### config.mk
export PLATFORM = sky130hd
export DESIGN_NAME = rf_write_scheduler_flat
export DESIGN_NICKNAME = d
export VERILOG_FILES = /design/src/rtl/rf_ctrl_pkg.sv /design/src/rtl/rf_write_scheduler_if.sv /design/src/rtl/rf_scoreboard.sv /design/src/rtl/rf_write_scheduler.sv /design/src/flat_wrapper.sv
export SDC_FILE = /design/constraint.sdc
export NUM_CORES = 1
export LEC_CHECK = 0
export ABC_AREA = 1
export BUFFER_PORTS_ARGS = -buffer_cell sky130_fd_sc_hd__buf_2
export CAP_MARGIN = 0
export CORE_MARGIN = 5
export CORE_UTILIZATION = 51
export DETAILED_ROUTE_END_ITERATION = 6
export PLACE_DENSITY = 0.85
export SETUP_SLACK_MARGIN = 0.5
export SYNTH_ARGS = -nofsm -noshare
export SYNTH_HDL_FRONTEND = slang
export SYNTH_HIERARCHICAL = 1
export SYNTH_SLANG_ARGS = --single-unit
### constraint.sdc
create_clock -name clk -period 3.3 [get_ports clk]
set_clock_uncertainty 0.05 [all_clocks]
set_input_delay 0.66 -clock clk [delete_from_list [all_inputs] [get_ports clk]]
set_output_delay 0.66 -clock clk [all_outputs]
set_load 0.01 [all_outputs]
### src/rtl/rf_ctrl_pkg.sv
// Shared register-file control types and constants.
// Latency: n/a (declarations only).
// Backpressure: n/a.
package rf_ctrl_pkg;

  localparam int RF_NUM_REGS = 16;
  localparam int RF_ID_W     = 4;
  localparam int RF_DATA_W   = 16;

  typedef logic [RF_ID_W-1:0]     rfId_t;
  typedef logic [RF_DATA_W-1:0]   rfData_t;
  typedef logic [RF_NUM_REGS-1:0] rfMask_t;

  // Round-robin requester identity; value is the favoured writeback source.
  typedef enum logic {
    REQ_ALU = 1'b0,
    REQ_MEM = 1'b1
  } rfReq_e;

  // One-hot mask for a register id, all-zero when not enabled.
  function automatic rfMask_t regMask(input rfId_t id, input logic en);
    rfMask_t m;
    m = '0;
    m[id] = en;
    return m;
  endfunction

endpackage

### src/rtl/rf_write_scheduler_if.sv
// Writeback request and destination-claim handshakes into the scheduler.
// Latency: n/a (wiring only).
// Backpressure: each ready is driven by the scheduler; requesters hold while ready=0.
interface rf_write_scheduler_if;
  import rf_ctrl_pkg::*;

  logic    alu_valid;
  rfId_t   alu_dst;
  rfData_t alu_data;
  logic    alu_ready;

  logic    mem_valid;
  rfId_t   mem_dst;
  rfData_t mem_data;
  logic    mem_ready;

  logic    alloc_valid;
  rfId_t   alloc_reg;
  logic    alloc_ready;

  // Requester side: execute, memory and issue stages.
  modport master (
    output alu_valid, alu_dst, alu_data,
    input  alu_ready,
    output mem_valid, mem_dst, mem_data,
    input  mem_ready,
    output alloc_valid, alloc_reg,
    input  alloc_ready
  );

  // Scheduler side.
  modport slave (
    input  alu_valid, alu_dst, alu_data,
    output alu_ready,
    input  mem_valid, mem_dst, mem_data,
    output mem_ready,
    input  alloc_valid, alloc_reg,
    output alloc_ready
  );

endinterface

### src/rtl/rf_scoreboard.sv
// Per-register pending-write bits with set and clear ports.
// Latency: set/clear visible on busy one cycle after the request edge.
// Backpressure: none; a same-cycle set and clear of one register leaves it set.
module rf_scoreboard
  import rf_ctrl_pkg::*;
#(
  parameter int NUM_REGS = RF_NUM_REGS
) (
  input  logic                clk,
  input  logic                rst,
  input  logic                setVld,
  input  rfId_t               setReg,
  input  logic                clrVld,
  input  rfId_t               clrReg,
  output logic [NUM_REGS-1:0] busy
);

  logic [NUM_REGS-1:0] setMask;
  logic [NUM_REGS-1:0] clrMask;

  // Decode the set and clear requests into one-hot masks.
  always_comb begin
    setMask = regMask(setReg, setVld);
    clrMask = regMask(clrReg, clrVld);
  end

  // Clear first, then OR in the set so a claim racing a writeback stays pending.
  always_ff @(posedge clk) begin
    if (rst) begin
      busy <= '0;
    end else begin
      busy <= (busy & ~clrMask) | setMask;
    end
  end

endmodule

### src/rtl/rf_write_scheduler.sv
// Arbitrates ALU/load writebacks onto the single RF write port and tracks pending registers.
// Latency: accept in cycle N -> WriteReg/DstReg/DstData in N+1; busy updates at the N edge.
// Backpressure: round-robin ready on conflict; loser holds. Optional bypass: RF_WB_BYPASS_EN.
module rf_write_scheduler
  import rf_ctrl_pkg::*;
#(
  parameter int NUM_REGS = RF_NUM_REGS,
  parameter int DATA_W   = RF_DATA_W
) (
  input  logic                 clk,
  input  logic                 rst,
  rf_write_scheduler_if.slave  wb,
  output logic                 WriteReg,
  output rfId_t                DstReg,
  output logic [DATA_W-1:0]    DstData,
  output logic [NUM_REGS-1:0]  busy
`ifdef RF_WB_BYPASS_EN
  ,
  input  rfId_t                rd_reg1,
  input  rfId_t                rd_reg2,
  output logic                 byp_hit1,
  output logic                 byp_hit2,
  output logic [DATA_W-1:0]    byp_data
`endif
);

  rfReq_e  fav;
  rfReq_e  favNext;
  logic    aluGrant;
  logic    memGrant;
  logic    wbAccept;
  rfId_t   wbDst;
  rfData_t wbData;
  logic    allocOk;
  logic    sbSet;
  logic    sbClr;

  // Round-robin pointer register; ALU is favoured out of reset.
  always_ff @(posedge clk) begin
    if (rst) begin
      fav <= REQ_ALU;
    end else begin
      fav <= favNext;
    end
  end

  // After any grant, favour the requester that was not served.
  always_comb begin
    favNext = fav;
    if (aluGrant) begin
      favNext = REQ_MEM;
    end else if (memGrant) begin
      favNext = REQ_ALU;
    end
  end

  // Grants: a lone requester always wins; on conflict the favoured one wins.
  always_comb begin
    aluGrant = wb.alu_valid && (!wb.mem_valid || (fav == REQ_ALU));
    memGrant = wb.mem_valid && (!wb.alu_valid || (fav == REQ_MEM));
    wbAccept = aluGrant || memGrant;
    wbDst    = aluGrant ? wb.alu_dst  : wb.mem_dst;
    wbData   = aluGrant ? wb.alu_data : wb.mem_data;
  end

  assign wb.alu_ready = aluGrant;
  assign wb.mem_ready = memGrant;

  // Register 0 is hardwired, so claims on it never block and never mark it pending.
  always_comb begin
    allocOk = !busy[wb.alloc_reg] || (wb.alloc_reg == '0);
    sbSet   = wb.alloc_valid && allocOk && (wb.alloc_reg != '0);
    sbClr   = wbAccept && (wbDst != '0);
  end

  assign wb.alloc_ready = allocOk;

  // Output stage: a write to r0 is swallowed; index/data hold when idle.
  always_ff @(posedge clk) begin
    if (rst) begin
      WriteReg <= 1'b0;
      DstReg   <= '0;
      DstData  <= '0;
    end else begin
      WriteReg <= wbAccept && (wbDst != '0);
      if (wbAccept) begin
        DstReg  <= wbDst;
        DstData <= wbData;
      end
    end
  end

  rf_scoreboard #(
    .NUM_REGS (NUM_REGS)
  ) u_scoreboard (
    .clk    (clk),
    .rst    (rst),
    .setVld (sbSet),
    .setReg (wb.alloc_reg),
    .clrVld (sbClr),
    .clrReg (wbDst),
    .busy   (busy)
  );

`ifdef RF_WB_BYPASS_EN
  // Forward the write in flight so readers in the write cycle see new data.
  always_comb begin
    byp_hit1 = WriteReg && (DstReg == rd_reg1) && (rd_reg1 != '0);
    byp_hit2 = WriteReg && (DstReg == rd_reg2) && (rd_reg2 != '0);
    byp_data = DstData;
  end
`endif

endmodule

### src/flat_wrapper.sv
// flat-port wrapper written by rule: the top's interface ports become plain ports
module rf_write_scheduler_flat import rf_ctrl_pkg::*;
#(
  parameter int NUM_REGS = RF_NUM_REGS,
  parameter int DATA_W   = RF_DATA_W
)
  (clk, rst, WriteReg, DstReg, DstData, busy, wb_alu_valid, wb_alu_dst, wb_alu_data, wb_alu_ready, wb_mem_valid, wb_mem_dst, wb_mem_data, wb_mem_ready, wb_alloc_valid, wb_alloc_reg, wb_alloc_ready);
  rf_write_scheduler_if wb_i ();
  input  logic clk;
  input  logic rst;
  output logic WriteReg;
  output rfId_t DstReg;
  output logic [DATA_W-1:0] DstData;
  output logic [NUM_REGS-1:0] busy;
  input wire logic [$bits(wb_i.alu_valid)-1:0] wb_alu_valid;
  input wire logic [$bits(wb_i.alu_dst)-1:0] wb_alu_dst;
  input wire logic [$bits(wb_i.alu_data)-1:0] wb_alu_data;
  output wire logic [$bits(wb_i.alu_ready)-1:0] wb_alu_ready;
  input wire logic [$bits(wb_i.mem_valid)-1:0] wb_mem_valid;
  input wire logic [$bits(wb_i.mem_dst)-1:0] wb_mem_dst;
  input wire logic [$bits(wb_i.mem_data)-1:0] wb_mem_data;
  output wire logic [$bits(wb_i.mem_ready)-1:0] wb_mem_ready;
  input wire logic [$bits(wb_i.alloc_valid)-1:0] wb_alloc_valid;
  input wire logic [$bits(wb_i.alloc_reg)-1:0] wb_alloc_reg;
  output wire logic [$bits(wb_i.alloc_ready)-1:0] wb_alloc_ready;
  assign wb_i.alu_valid = wb_alu_valid;
  assign wb_i.alu_dst = wb_alu_dst;
  assign wb_i.alu_data = wb_alu_data;
  assign wb_alu_ready = wb_i.alu_ready;
  assign wb_i.mem_valid = wb_mem_valid;
  assign wb_i.mem_dst = wb_mem_dst;
  assign wb_i.mem_data = wb_mem_data;
  assign wb_mem_ready = wb_i.mem_ready;
  assign wb_i.alloc_valid = wb_alloc_valid;
  assign wb_i.alloc_reg = wb_alloc_reg;
  assign wb_alloc_ready = wb_i.alloc_ready;
  rf_write_scheduler #(.NUM_REGS(NUM_REGS), .DATA_W(DATA_W)) u_core (.clk(clk), .rst(rst), .wb(wb_i), .WriteReg(WriteReg), .DstReg(DstReg), .DstData(DstData), .busy(busy));
endmodule
# Word-level counts from Yosys, hierarchy flattened
# Cells that the tools add are included.
# word_totals
ff_bits	38
out_inout_bits	40
elab_cells	43
inputBits	49
# classes
muxes	10
reduce_logical	18
bitwise	6
n_lt_le_gt_ge	4
# op_table
cell	count
16-bit bitwise AND	3
16-bit 2-to-1 mux	1
16-bit NOT	1
16-bit OR	1
4-bit by 5-bit less-than comparator with 1-bit output, second input constant	2
1-bit demux with 4-bit select	2
4-bit by 1-bit greater-or-equal comparator with 1-bit output, second input constant	2
4-bit nonzero test	2
1-bit logical AND	7
1-bit 2-to-1 mux	5
1-bit binary-select mux with 4-bit select	1
4-bit logical NOT	1
1-bit logical OR	4
4-bit 2-to-1 mux	1
1-bit logical NOT	3
2-bit nonzero test	1
1-bit NOT	1

# Longest topological paths before layout
# logic_depth
ltp_word	12
ltp_mapped	16
ltp_nobuf	13

# Modules after synthesis
# The synthesis kept the hierarchy.
# modules_own_cells
mod	area_per_inst_um2	instances	cells_per_inst
rf_write_scheduler	1277.5	1	185
rf_scoreboard	757.0	1	113

# Least setup slack after synthesis
# Ideal clock, no wire load.
# synth_path
kind	in2reg
startpoint	in wb_mem_valid
endpoint	reg u_core.u_scoreboard.busy[10]
setup_ps	120
path_buffers	3
required_ps	3130
arrival_time_ps	1902
stages	16
path_slack_ps	1228
path_cell_list	buf_6 nand2_8 nand2_4 buf_12 nand2_4 nand2_2 nor2_1 nand2_1 nand2_1 inv_1 buf_4 nand2_1 nor2_1 nand2_1 nand2_1 a21oi_1
# synth_via
elab_cells_between_ends	17
cone_classes	order compare: 2; mux: 3; bitwise: 4; reduce/logical: 8
# synth_rtl
element	line_no	rtl
from (decl)	flat_wrapper.sv:19	input wire logic [$bits(wb_i.mem_valid)-1:0] wb_mem_valid;
1-bit logical NOT	rf_write_scheduler.sv:59	aluGrant = wb.alu_valid && (!wb.mem_valid || (fav == REQ_ALU));
1-bit logical OR	rf_write_scheduler.sv:59	
1-bit logical AND	rf_write_scheduler.sv:59	
4-bit 2-to-1 mux	rf_write_scheduler.sv:62	wbDst = aluGrant ? wb.alu_dst : wb.mem_dst;
net u_core.wbDst[3]	rf_write_scheduler.sv:32	rfId_t wbDst;
4-bit nonzero test	rf_write_scheduler.sv:73	sbClr = wbAccept && (wbDst != '0);
1-bit logical AND	rf_write_scheduler.sv:73	
net u_core.sbClr	rf_write_scheduler.sv:36	logic sbClr;
16-bit bitwise AND (no line)	--	
16-bit NOT	rf_scoreboard.sv:32	busy <= (busy & ~clrMask) | setMask;
16-bit bitwise AND	rf_scoreboard.sv:32	
16-bit OR	rf_scoreboard.sv:32	
to (signal assigned)	rf_scoreboard.sv:32	
to (decl)	rf_scoreboard.sv:15	output logic [NUM_REGS-1:0] busy
# The timed path passes the listed nets, and every way through them passes these cells.
# A chain may end at the register's enable or synchronous reset.

# Final worst setup path
# layout_path
startpoint	in wb_mem_valid
endpoint	reg u_core.u_scoreboard.busy[14]
# The elaborated chain is that of the path after synthesis.

==> run_results.csv <==
group,metric,value,unit
floorplan,core,0.003943,mm²
routing,route.met2.wl,2750,µm
global_routing,grt_pass1_wl,9308,µm
critical_path,cp_common_cell,"nand2_1",
critical_path,end_kind,"register",
synthesis,syn_inst,298,
routing,via_per_inst,5.278,
routing,top_layer_used,"met4",
cells_and_area,fillers,366,
floorplan,start_util,0.5160,
outcome,outcome,"completed",
timing,tightestPinTransition,0.6416,ns
critical_path,critical_path.max_fanout,22,
pwr,p_per_area,428.8,mW/mm²
routing,drt_iter0_drc,186,
timing,finalSetupViolations,0,
global_routing,antenna_found_initial,0,
clock_network,htree_levels,2,
synthesis,synth-main-ff-cell,"dfxtp_1",
cells_and_area,seq_area,760.7,µm²
routing,wl_per_cell,13.25,µm
clock_network,clock-sinks,38,
global_routing,gr-total-overflow,0,
clock_network,root_buffer,"clkbuf_8",
timing,finalCritPeriodShare,0.7830,
routing,met1_length,2466,µm
critical_path,max_stage_delay,0.33,ns
floorplan,std_cell_rows,23,
global_routing,global_route.usage.total,0.2205,
timing,slew_viol_final,0,
clock_network,clk_pin_slew,0.07,ns
routing,post-route-drc-count,0,
routing,ant_nets,0,
min_path,hold_path_startpoint,"u_core/u_scoreboard/busy[2]",
floorplan,die_x,73.16,µm
clock_network,cts.repair.resized,0,
synthesis,syn-cell-area,0.002034,mm²
floorplan,die_area,0.005352,mm²
critical_path,crit_required,3.39,ns
synthesis,synth.distinct_cells,23,
place,gp_congestion,0.9100,
synthesis,yosysWarnings,6,
critical_path,cpMaxStageDelayCell,"buf_2",
place,hpwlAfterDp,4316,µm
synthesis,synth-seq-area-share,0.3739,
clock_network,cts_buffers,5,
timing,rsz0062_at_grt,"no",
pwr,ir_worst_vdd,281.4,µV
cells_and_area,final_cell_mix,"nand2_1, buf_2, nand3_1",
timing,finalHoldViolations,0,
cells_and_area,diodes,0,
min_path,hp-class,"register to register",
run,max_cap_violations,0,
routing,met3_length,392,µm
pwr,leakage,1.217,nW
cells_and_area,area_growth,24.35,%
timing,period_minus_slack,2.584,ns
critical_path,arrival,2.68,ns
critical_path,cp_top_family,"simple AND/OR/NAND/NOR gates",
critical_path,critical_path_class,"input pin to register",
cells_and_area,final_common_cell,"nand2_1",
timing,hold_slack,0.4190,ns
synthesis,synthArstFlopShare,0,
critical_path,start_kind,"input pin",
critical_path,worst-path-buf-inv,2,
global_routing,grt_pass1_vias,2123,
timing,slew-limit-headroom,0.5707,
timing,tns,0,ns
cells_and_area,multiInputGateArea,0.001052,mm²
synthesis,synth_fp_nets,347,
cells_and_area,drive_gt1_frac,0.2966,
routing,wl,5710,µm
clock_network,cts-hold-fix-buffers,0,
place,port_buffers,88,
timing,max_freq,387.0,MHz
clock_network,cts_setup_buffers,0,
global_routing,grt_max_degree,36,
clock_network,clock_latency,0.29,ns
floorplan,die_h,73.16,µm
routing,vias,2275,
clock_network,clockBufferDepth,2,
synthesis,synth_edf_count,0,
floorplan,io_pins,89,
clock_network,cts_tree,"yes",
critical_path,path_cells,"buf_2 > nand2_8 > nand2_4 > nand2_1 > nand2_1 > nor2_2 > nand2_1 > nand2_1 > inv_1 > nand3_1 > o21ai_0 > a21oi_1",
synthesis,syn_area_per_cell,6.827,µm²
routing,dr.pass1.iters,4,
critical_path,crit_start,"wb_mem_valid",
cells_and_area,nNetsFinal,429,
synthesis,ys_seq_elements,38,
critical_path,timing.rr.start,"u_core/fav",
per-layer routing:
metal,track usage,vias to the layer above
met4,0.07377,0
met1,0.2862,1035
li1,-,1136
met3,0.05372,14
met2,0.3565,90
met5,0,-
report_power, final:
part	internal (mW)	total (mW)	switching [mW]
Sequential	0.482	0.495	0.0131
Clock	0.222	0.381	0.159
Combinational	0.0757	0.209	0.133
Total	0.780	1.08	0.305
cells in the mapped netlist, types with 4 or more instances:
| cell type | number | share of area |
|---|---|---|
| inv_1 | 24 | 0.044 |
| nand2_4 | 4 | 0.022 |
| nor2_1 | 21 | 0.039 |
| a31oi_1 | 20 | 0.062 |
| a21oi_1 | 17 | 0.042 |
| buf_4 | 5 | 0.018 |
| o21ai_0 | 9 | 0.022 |
| inv_2 | 4 | 0.0074 |
| nand2_1 | 91 | 0.17 |
| nor2_2 | 4 | 0.012 |
| nand3_1 | 45 | 0.11 |
| dfxtp_1 | 38 | 0.37 |
kinds of logic after synthesis:
logic type	after synthesis	synth area share
buffers and inverters	41	0.1089
flip-flops	38	0.3739
AND/OR/NAND/NOR	171	0.3844
AO/OA/AOI/OAI	48	0.1328
stage by stage:
stage / std cells / total power, mW / worst slack (ns) / util / cell area (µm²)
after global placement: 423 / 0.7061 / 0.6630 / 0.6141 / 2421
after detailed placement: 423 / 0.7111 / 0.5017 / 0.6141 / 2421
after global routing: 431 / 1.139 / 0.5141 / 0.6417 / 2530
after floorplan: 298 / 0.6422 / 1.228 / - / 2034
after CTS: 431 / 1.092 / 0.7448 / 0.6417 / 2530
final: 431 / 1.085 / 0.7162 / 0.6417 / 2530
cell type report:
cell class / count / area share
Multi-Input combinational cell: 219 / 0.4159
Inverter: 28 / 0.04154
Tap cell: 50 / 0.02473
Clock inverter: 3 / 0.01583
Clock buffer: 5 / 0.02720
Sequential cell: 38 / 0.3007
Timing Repair Buffer: 88 / 0.1741
worst reg2reg max path: stages (launching register included):
cell     delay [ns]
dfxtp_1        0.44
nand2_8        0.10
nand2_4        0.24
nand2_1        0.13
nand2_1        0.22
nor2_2         0.06
nand2_1        0.07
nand2_1        0.06
inv_1          0.22
nand3_1        0.20
o21ai_0        0.27
a21oi_1        0.11
worst paths after layout:
check / depth (start not counted) / end / slack (ns)
worst min-delay path: 2 / u_core/u_scoreboard/busy[2] / 0.42
worst min register to register: 2 / u_core/u_scoreboard/busy[2] / 0.42
worst max-delay path: 12 / u_core/u_scoreboard/busy[14] / 0.72
worst max register to register: 11 / u_core/u_scoreboard/busy[14] / 1.00
flip-flops by register name, summed over array words and instances (netlist names):
name,flops
u_core/u_scoreboard/busy,16
u_core/WriteReg,1
u_core/fav,1
u_core/DstReg,4
u_core/DstData,16
Note: power is estimated with default switching activity, not from simulation.
